## src/rtl/ctrl_pkg.sv

```systemverilog
//------------------------------------------------------------------------------
// ctrl_pkg : shared encodings and control bundle for the pipelined control unit
// Revision : 1.0
//------------------------------------------------------------------------------
`default_nettype none

package ctrl_pkg;

  typedef enum logic [3:0] {
    ALU_ADD   = 4'b0000,
    ALU_SUB   = 4'b0001,
    ALU_AND   = 4'b0010,
    ALU_OR    = 4'b0011,
    ALU_XOR   = 4'b0100,
    ALU_SLT   = 4'b0101,
    ALU_SLTU  = 4'b0110,
    ALU_SLL   = 4'b0111,
    ALU_SRL   = 4'b1000,
    ALU_SRA   = 4'b1001,
    ALU_PASSB = 4'b1010
  } alu_op_e;

  localparam logic [6:0] OP_R      = 7'b0110011;
  localparam logic [6:0] OP_I      = 7'b0010011;
  localparam logic [6:0] OP_LOAD   = 7'b0000011;
  localparam logic [6:0] OP_STORE  = 7'b0100011;
  localparam logic [6:0] OP_BRANCH = 7'b1100011;
  localparam logic [6:0] OP_JAL    = 7'b1101111;
  localparam logic [6:0] OP_JALR   = 7'b1100111;
  localparam logic [6:0] OP_LUI    = 7'b0110111;
  localparam logic [6:0] OP_AUIPC  = 7'b0010111;

  localparam logic [2:0] IMM_I = 3'b000;
  localparam logic [2:0] IMM_B = 3'b001;
  localparam logic [2:0] IMM_S = 3'b010;
  localparam logic [2:0] IMM_U = 3'b011;
  localparam logic [2:0] IMM_J = 3'b100;

  localparam logic [1:0] RES_ALU = 2'b00;
  localparam logic [1:0] RES_MEM = 2'b01;
  localparam logic [1:0] RES_PC4 = 2'b10;

  typedef struct packed {
    logic       valid;
    logic       reg_write;
    logic [1:0] result_src;
    logic       mem_write;
    logic       jump;
    logic       branch;
    alu_op_e    alu_control;
    logic       alu_src;
    logic       alu_a_src;
    logic       pc_target_src;
    logic [2:0] funct3;
  } ctrl_bundle_t;

  // Flags come from rs1-rs2; carry=1 means no borrow, i.e. rs1 >= rs2 unsigned.
  function automatic logic branch_cond(input logic [2:0] f3, input logic z,
                                       input logic n, input logic c, input logic v);
    case (f3)
      3'b000:  return z;
      3'b001:  return !z;
      3'b100:  return n ^ v;
      3'b101:  return !(n ^ v);
      3'b110:  return !c;
      3'b111:  return c;
      default: return 1'b0;
    endcase
  endfunction

endpackage

`default_nettype wire

```

## src/rtl/ctrl_decoder.sv

```systemverilog
//------------------------------------------------------------------------------
// ctrl_decoder : combinational D-stage decode of op/funct3/funct7 into a bundle
// Revision     : 1.0
//------------------------------------------------------------------------------
`default_nettype none

module ctrl_decoder
  import ctrl_pkg::*;
(
  input  logic [6:0]   op,
  input  logic [2:0]   funct3,
  input  logic         funct7,
  output ctrl_bundle_t ctrl,
  output logic [2:0]   imm_src,
  output logic         illegal
);

  function automatic alu_op_e alu_from_funct(input logic [2:0] f3, input logic f7,
                                             input logic allow_sub);
    case (f3)
      3'b000:  return (allow_sub && f7) ? ALU_SUB : ALU_ADD;
      3'b001:  return ALU_SLL;
      3'b010:  return ALU_SLT;
      3'b011:  return ALU_SLTU;
      3'b100:  return ALU_XOR;
      3'b101:  return f7 ? ALU_SRA : ALU_SRL;
      3'b110:  return ALU_OR;
      default: return ALU_AND;
    endcase
  endfunction

  always_comb begin
    ctrl        = '0;
    ctrl.valid  = 1'b1;
    ctrl.funct3 = funct3;
    imm_src     = IMM_I;
    illegal     = 1'b0;
    case (op)
      OP_R: begin
        ctrl.reg_write   = 1'b1;
        ctrl.alu_control = alu_from_funct(funct3, funct7, 1'b1);
      end
      OP_I: begin
        ctrl.reg_write   = 1'b1;
        ctrl.alu_src     = 1'b1;
        ctrl.alu_control = alu_from_funct(funct3, funct7, 1'b0);
      end
      OP_LOAD: begin
        ctrl.reg_write  = 1'b1;
        ctrl.alu_src    = 1'b1;
        ctrl.result_src = RES_MEM;
      end
      OP_STORE: begin
        ctrl.mem_write = 1'b1;
        ctrl.alu_src   = 1'b1;
        imm_src        = IMM_S;
      end
      OP_BRANCH: begin
        ctrl.branch      = 1'b1;
        ctrl.alu_control = ALU_SUB;
        imm_src          = IMM_B;
        illegal          = (funct3 == 3'b010) || (funct3 == 3'b011);
      end
      OP_JAL: begin
        ctrl.reg_write  = 1'b1;
        ctrl.jump       = 1'b1;
        ctrl.result_src = RES_PC4;
        imm_src         = IMM_J;
      end
      OP_JALR: begin
        ctrl.reg_write     = 1'b1;
        ctrl.jump          = 1'b1;
        ctrl.alu_src       = 1'b1;
        ctrl.pc_target_src = 1'b1;
        ctrl.result_src    = RES_PC4;
      end
      OP_LUI: begin
        ctrl.reg_write   = 1'b1;
        ctrl.alu_src     = 1'b1;
        ctrl.alu_control = ALU_PASSB;
        imm_src          = IMM_U;
      end
      OP_AUIPC: begin
        ctrl.reg_write = 1'b1;
        ctrl.alu_src   = 1'b1;
        ctrl.alu_a_src = 1'b1;
        imm_src        = IMM_U;
      end
      default: illegal = 1'b1;
    endcase
    // Unsupported encodings travel as an invalid bubble so they never write or retire.
    if (illegal) ctrl = '0;
  end

endmodule

`default_nettype wire

```

## src/rtl/control_unit_pipe.sv

```systemverilog
//------------------------------------------------------------------------------
// control_unit_pipe : pipelined RV32I control with E-stage branch resolution
// Revision          : 1.0
//------------------------------------------------------------------------------
`default_nettype none

module control_unit_pipe
  import ctrl_pkg::*;
#(
  parameter int ALU_CTRL_W = 4,
  parameter int CNT_W      = 32
) (
  input  logic                  clk_i,
  input  logic                  rst_i,
  input  logic [6:0]            op_i,
  input  logic [2:0]            funct3_i,
  input  logic                  funct7_i,
  input  logic                  flush_e_i,
  input  logic                  zero_e_i,
  input  logic                  neg_e_i,
  input  logic                  carry_e_i,
  input  logic                  ovf_e_i,
  output logic [2:0]            imm_src_d_o,
  output logic                  illegal_d_o,
  output logic [ALU_CTRL_W-1:0] alu_control_e_o,
  output logic                  alu_src_e_o,
  output logic                  alu_a_src_e_o,
  output logic                  pcsrc_e_o,
  output logic                  pc_target_src_e_o,
  output logic                  mem_write_m_o,
  output logic                  reg_write_m_o,
  output logic [1:0]            result_src_m_o,
  output logic                  reg_write_w_o,
  output logic [1:0]            result_src_w_o,
  output logic [CNT_W-1:0]      retired_o
);

  ctrl_bundle_t     w_d;
  ctrl_bundle_t     r_e;
  logic             w_pcsrc;
  logic             r_m_valid;
  logic             r_m_reg_write;
  logic             r_m_mem_write;
  logic [1:0]       r_m_result_src;
  logic             r_w_valid;
  logic             r_w_reg_write;
  logic [1:0]       r_w_result_src;
  logic [CNT_W-1:0] r_retired;

  ctrl_decoder u_decoder (
    .op      (op_i),
    .funct3  (funct3_i),
    .funct7  (funct7_i),
    .ctrl    (w_d),
    .imm_src (imm_src_d_o),
    .illegal (illegal_d_o)
  );

  // Bubbles carry all-zero controls, so they can never redirect.
  assign w_pcsrc = r_e.jump |
                   (r_e.branch & branch_cond(r_e.funct3, zero_e_i, neg_e_i, carry_e_i, ovf_e_i));

  always_ff @(posedge clk_i) begin
    if (rst_i) begin
      r_e            <= '0;
      r_m_valid      <= 1'b0;
      r_m_reg_write  <= 1'b0;
      r_m_mem_write  <= 1'b0;
      r_m_result_src <= 2'b00;
      r_w_valid      <= 1'b0;
      r_w_reg_write  <= 1'b0;
      r_w_result_src <= 2'b00;
      r_retired      <= '0;
    end else begin
      // A taken redirect kills the wrong-path instruction currently in D.
      r_e            <= (flush_e_i || w_pcsrc) ? '0 : w_d;
      r_m_valid      <= r_e.valid;
      r_m_reg_write  <= r_e.reg_write;
      r_m_mem_write  <= r_e.mem_write;
      r_m_result_src <= r_e.result_src;
      r_w_valid      <= r_m_valid;
      r_w_reg_write  <= r_m_reg_write;
      r_w_result_src <= r_m_result_src;
      if (r_w_valid) r_retired <= r_retired + 1'b1;
    end
  end

  assign alu_control_e_o   = ALU_CTRL_W'(r_e.alu_control);
  assign alu_src_e_o       = r_e.alu_src;
  assign alu_a_src_e_o     = r_e.alu_a_src;
  assign pcsrc_e_o         = w_pcsrc;
  assign pc_target_src_e_o = r_e.pc_target_src;
  assign mem_write_m_o     = r_m_mem_write;
  assign reg_write_m_o     = r_m_reg_write;
  assign result_src_m_o    = r_m_result_src;
  assign reg_write_w_o     = r_w_reg_write;
  assign result_src_w_o    = r_w_result_src;
  assign retired_o         = r_retired;

endmodule

`default_nettype wire

```

## config.mk

```make
export PLATFORM = sky130hd
export DESIGN_NAME = control_unit_pipe
export DESIGN_NICKNAME = d
export VERILOG_FILES = /design/src/rtl/ctrl_pkg.sv /design/src/rtl/ctrl_decoder.sv /design/src/rtl/control_unit_pipe.sv
export SDC_FILE = /design/constraint.sdc
export NUM_CORES = 1
export LEC_CHECK = 0
export CORE_UTILIZATION = 32
export DETAILED_ROUTE_END_ITERATION = 8
export SLEW_MARGIN = 20
export SYNTH_ARGS = -nofsm -noshare
export SYNTH_HDL_FRONTEND = slang
export SYNTH_SLANG_ARGS = --single-unit
```

## constraint.sdc

```tcl
create_clock -name clk_i -period 1.85 [get_ports clk_i]
set_input_delay 0.37 -clock clk_i [delete_from_list [all_inputs] [get_ports clk_i]]
set_output_delay 0.37 -clock clk_i [all_outputs]
set_load 0.03 [all_outputs]
```

==> results by group <==
Global routing
  • Total grt overflow: 0
  • Vias in the first global route: 2474
  • GRT Util Overall: 15.8%
  • Largest net degree at the start of global routing: 30
  • First-pass GRT wire length: 10900 um
  • Initial antenna violation count: 0

STA
  • Final setup fails: 0
  • Max-slew violations: 0
  • Slew margin rel.: 78.4%
  • Period utilization: 98.8%
  • Final Hold Fails: 0
  • FMAX: 547 MHz
  • Clk_skew: 0.00512 ns
  • Final Worst Setup Slack: 0.0227 ns
  • Measured slew at the worst slew-check pin: 0.323 ns
  • Fin crit period: 1.83 ns
  • RSZ-0062 raised after global routing: yes

Final layout
  • Fill cell count: 771
  • Nets: 429
  • Share of cells above drive strength 1: 26.3%
  • Non-filler cells, final: 517
  • Area of the multi-input gates: 1380 um^2
  • Antenna cells: 0
  • Reg area: 1170 um^2
  • Fin util: 51.5%
  • Area Growth Syn to Fin: 53.4%

Routing
  • Drt first pass iters: 4
  • Final wirelength: 6640 um
  • Via density per instance: 5.09
  • DRC violations left: 0
  • Vias: 2634
  • WL/cell: 12.8 um
  • DRT antenna net count: 0
  • DRT iter0 DRCs: 47

Pwr
  • Static leakage: 1.68 nW
  • Tot Pwr: 2.71 mW
  • Max IR drop VDD: 0.439 mV
  • PD cells: 671 nW/um^2

Synthesis
  • Distinct cells, synth: 44
  • Syn nets: 316
  • Synth Warn #: 0
  • Post-synthesis async set-or-reset flop share: 0%
  • Synth Instances: 297
  • Sequential cell area fraction in the yosys report: 44.1%
  • #FFs+latches synth: 58
  • Post-synth EDFFs: 0
  • Mapped Area: 2630 um^2
  • Syn avg cell area: 8.86 um^2
  • Synth top area share: 44.1%
  • Dominant cells by area after synthesis: dfxtp_1 44%, a21oi_1 4.6%, or4_1 4.3%, o31ai_1 3.7%, xor2_1 3.0%
  • Top_reg_cell synth: dfxtp_1
  • Cell accounting for the most synthesized area: dfxtp_1

Critical path
  • Critical path fanouts, max: 2
  • Worst path bufs/invs: 2
  • Worst path slowest cell: xor3_1
  • Max stage delay on crit path: 0.42 ns
  • Worst Setup SP: ovf_e_i
  • Crit end category: primary output
  • Worst r2r src: retired_o[11]$_SDFFE_PP0P_
  • R2r setup slk: 0.10 ns
  • CP arrival: 1.46 ns
  • Top Family by Delay on Critical Path: XOR/XNOR gates
  • CP Class: primary input to primary output
  • Worst path required time: 1.48 ns
  • CP startpoint kind: primary input
  • Worst path cell trace: dlygate4sd2_1 > xor3_1 > a41oi_2 > o21ai_2 > buf_6

Place
  • IO buf count: 68
  • Post-DP HPWL: 4710 um
  • Post-Place Cells: 494
  • Final Wtd Congestion: 0.923
  • Pre-CTS setup slack: -0.685 ns

Clock tree
  • CTS buffer count: 9
  • Clk slew on worst S/H paths: 0.06 ns
  • CTS root buffer: clkbuf_8
  • Total clock sinks: 58
  • Longest Clk Path Bufs: 2
  • H-Tree Depth: 3
  • Skew-Pair Late Insertion Delay: 0.33 ns
  • CTS tree: yes

Die
  • # IOs: 69
  • Die Height: 92.7 um
  • Die area: 8590 um^2
  • Core footprint: 7850 um^2
  • Row Count: 32
  • Initial Util: 33.5%
  • Die Wd: 92.7 um

Run
  • Max-Cap Viols: 0

Hold path
  • Hold Startpoint: op_i[6]
  • Hold Crit Class: primary input to flip-flop

Status
  • Status: completed
-- cells in the mapped netlist, drive strengths merged (8+ instances only) --
master  number
or4         15
o31ai       13
a21oi       24
nand4       13
nand3        9
buf         13
nor4         8
xor2         9
dfxtp       58
o21ai       10
nand2       20
nor3        11
nor2        20
inv         10
clkbuf       8
nor2b       12
-- report_power, final --
part	leakage, nW	internal [mW]	switching [mW]
Clock	0.105	0.755	0.518
Sequential	0.472	1.25	0.000861
Combinational	1.11	0.0934	0.0924
-- cell usage in the layout (no fill, tap or decap), types with 12 or more instances in the layout --
| cell type | count |
|---|---|
| nand2_1 | 18 |
| nor2_1 | 19 |
| a21oi_1 | 23 |
| clkdlybuf4s50_1 | 40 |
| dfxtp_1 | 49 |
| nand4_1 | 12 |
| o31ai_1 | 13 |
| nor2b_1 | 12 |
| or4_1 | 15 |
| buf_4 | 56 |
-- worst reg2reg max path, cell delays in order, from the launching register on --
cell	delay [ns]
dfxtp_2	0.38
and4_2	0.28
nand4_4	0.28
or4_1	0.59
a21oi_1	0.16
-- per-layer routing --
metal / up-vias / track usage [%] / part of all wire [%]
li1: 1311 / - / -
met1: 1250 / 18.8 / 44
met2: 64 / 27.5 / 51
met3: 9 / 2.96 / 4.0
met4: 0 / 7.31 / 1.4
met5: - / 0 / 0
-- cell type report --
| cell class | count | share of cell area (%) |
|---|---|---|
| flip-flops and latches | 58 | 29.0 |
| clock inverters | 7 | 2.32 |
| repair buffers | 123 | 27.2 |
| well taps | 102 | 3.16 |
| multi-input cells | 208 | 34.3 |
| inverters | 10 | 0.929 |
| clock buffers | 9 | 3.07 |
-- final timing paths --
check	to	depth (start not counted)
max reg2reg	retired_o[29]$_SDFFE_PP0P_	4
min reg2reg	result_src_m_o[1]$_SDFF_PP0_	1
min	r_e[12]$_SDFF_PP0_	3
max	pcsrc_e_o	5
-- per-stage QoR --
stage / hold slack (ns) / TNS, ns / instance area, um^2
after global routing: 0.402 / -0.139 / 4040
after CTS: 0.441 / -0.0458 / 3960
after floorplan: 0.414 / 0 / 2640
final: 0.397 / 0 / 4040
after global placement: 0.420 / -5.95 / 3690
after detailed placement: 0.424 / -6.05 / 3690
-- what timing repair did --
action,4_1_cts,5_1_grt
setup endpoints to repair,10,34
resized for setup,30,31
pin swaps,7,15
setup buffers,4,3
hold buffers,0,0
-- registers in the layout, summed over array words and instances, names as in the netlist --
| register | count |
|---|---|
| alu_a_src_e_o | 1 |
| alu_src_e_o | 1 |
| reg_write_w_o | 1 |
| result_src_m_o | 2 |
| r_e | 10 |
| retired_o | 32 |
| result_src_w_o | 2 |
| alu_control_e_o | 4 |
| r_m_valid | 1 |
| r_w_valid | 1 |
| pc_target_src_e_o | 1 |
| reg_write_m_o | 1 |
| mem_write_m_o | 1 |
-- cell families after synthesis --
kind of cell    count (synthesis)  share of synthesized area, %
flops                          58                          44.1
compound gates                 56                          13.4
xor+xnor                       14                          5.23
mux                             3                          1.24
fa+ha+maj                       1                         0.475
simple gates                  134                          29.6
buf+inv                        31                          5.94
Power figures use the tool's default switching activity.
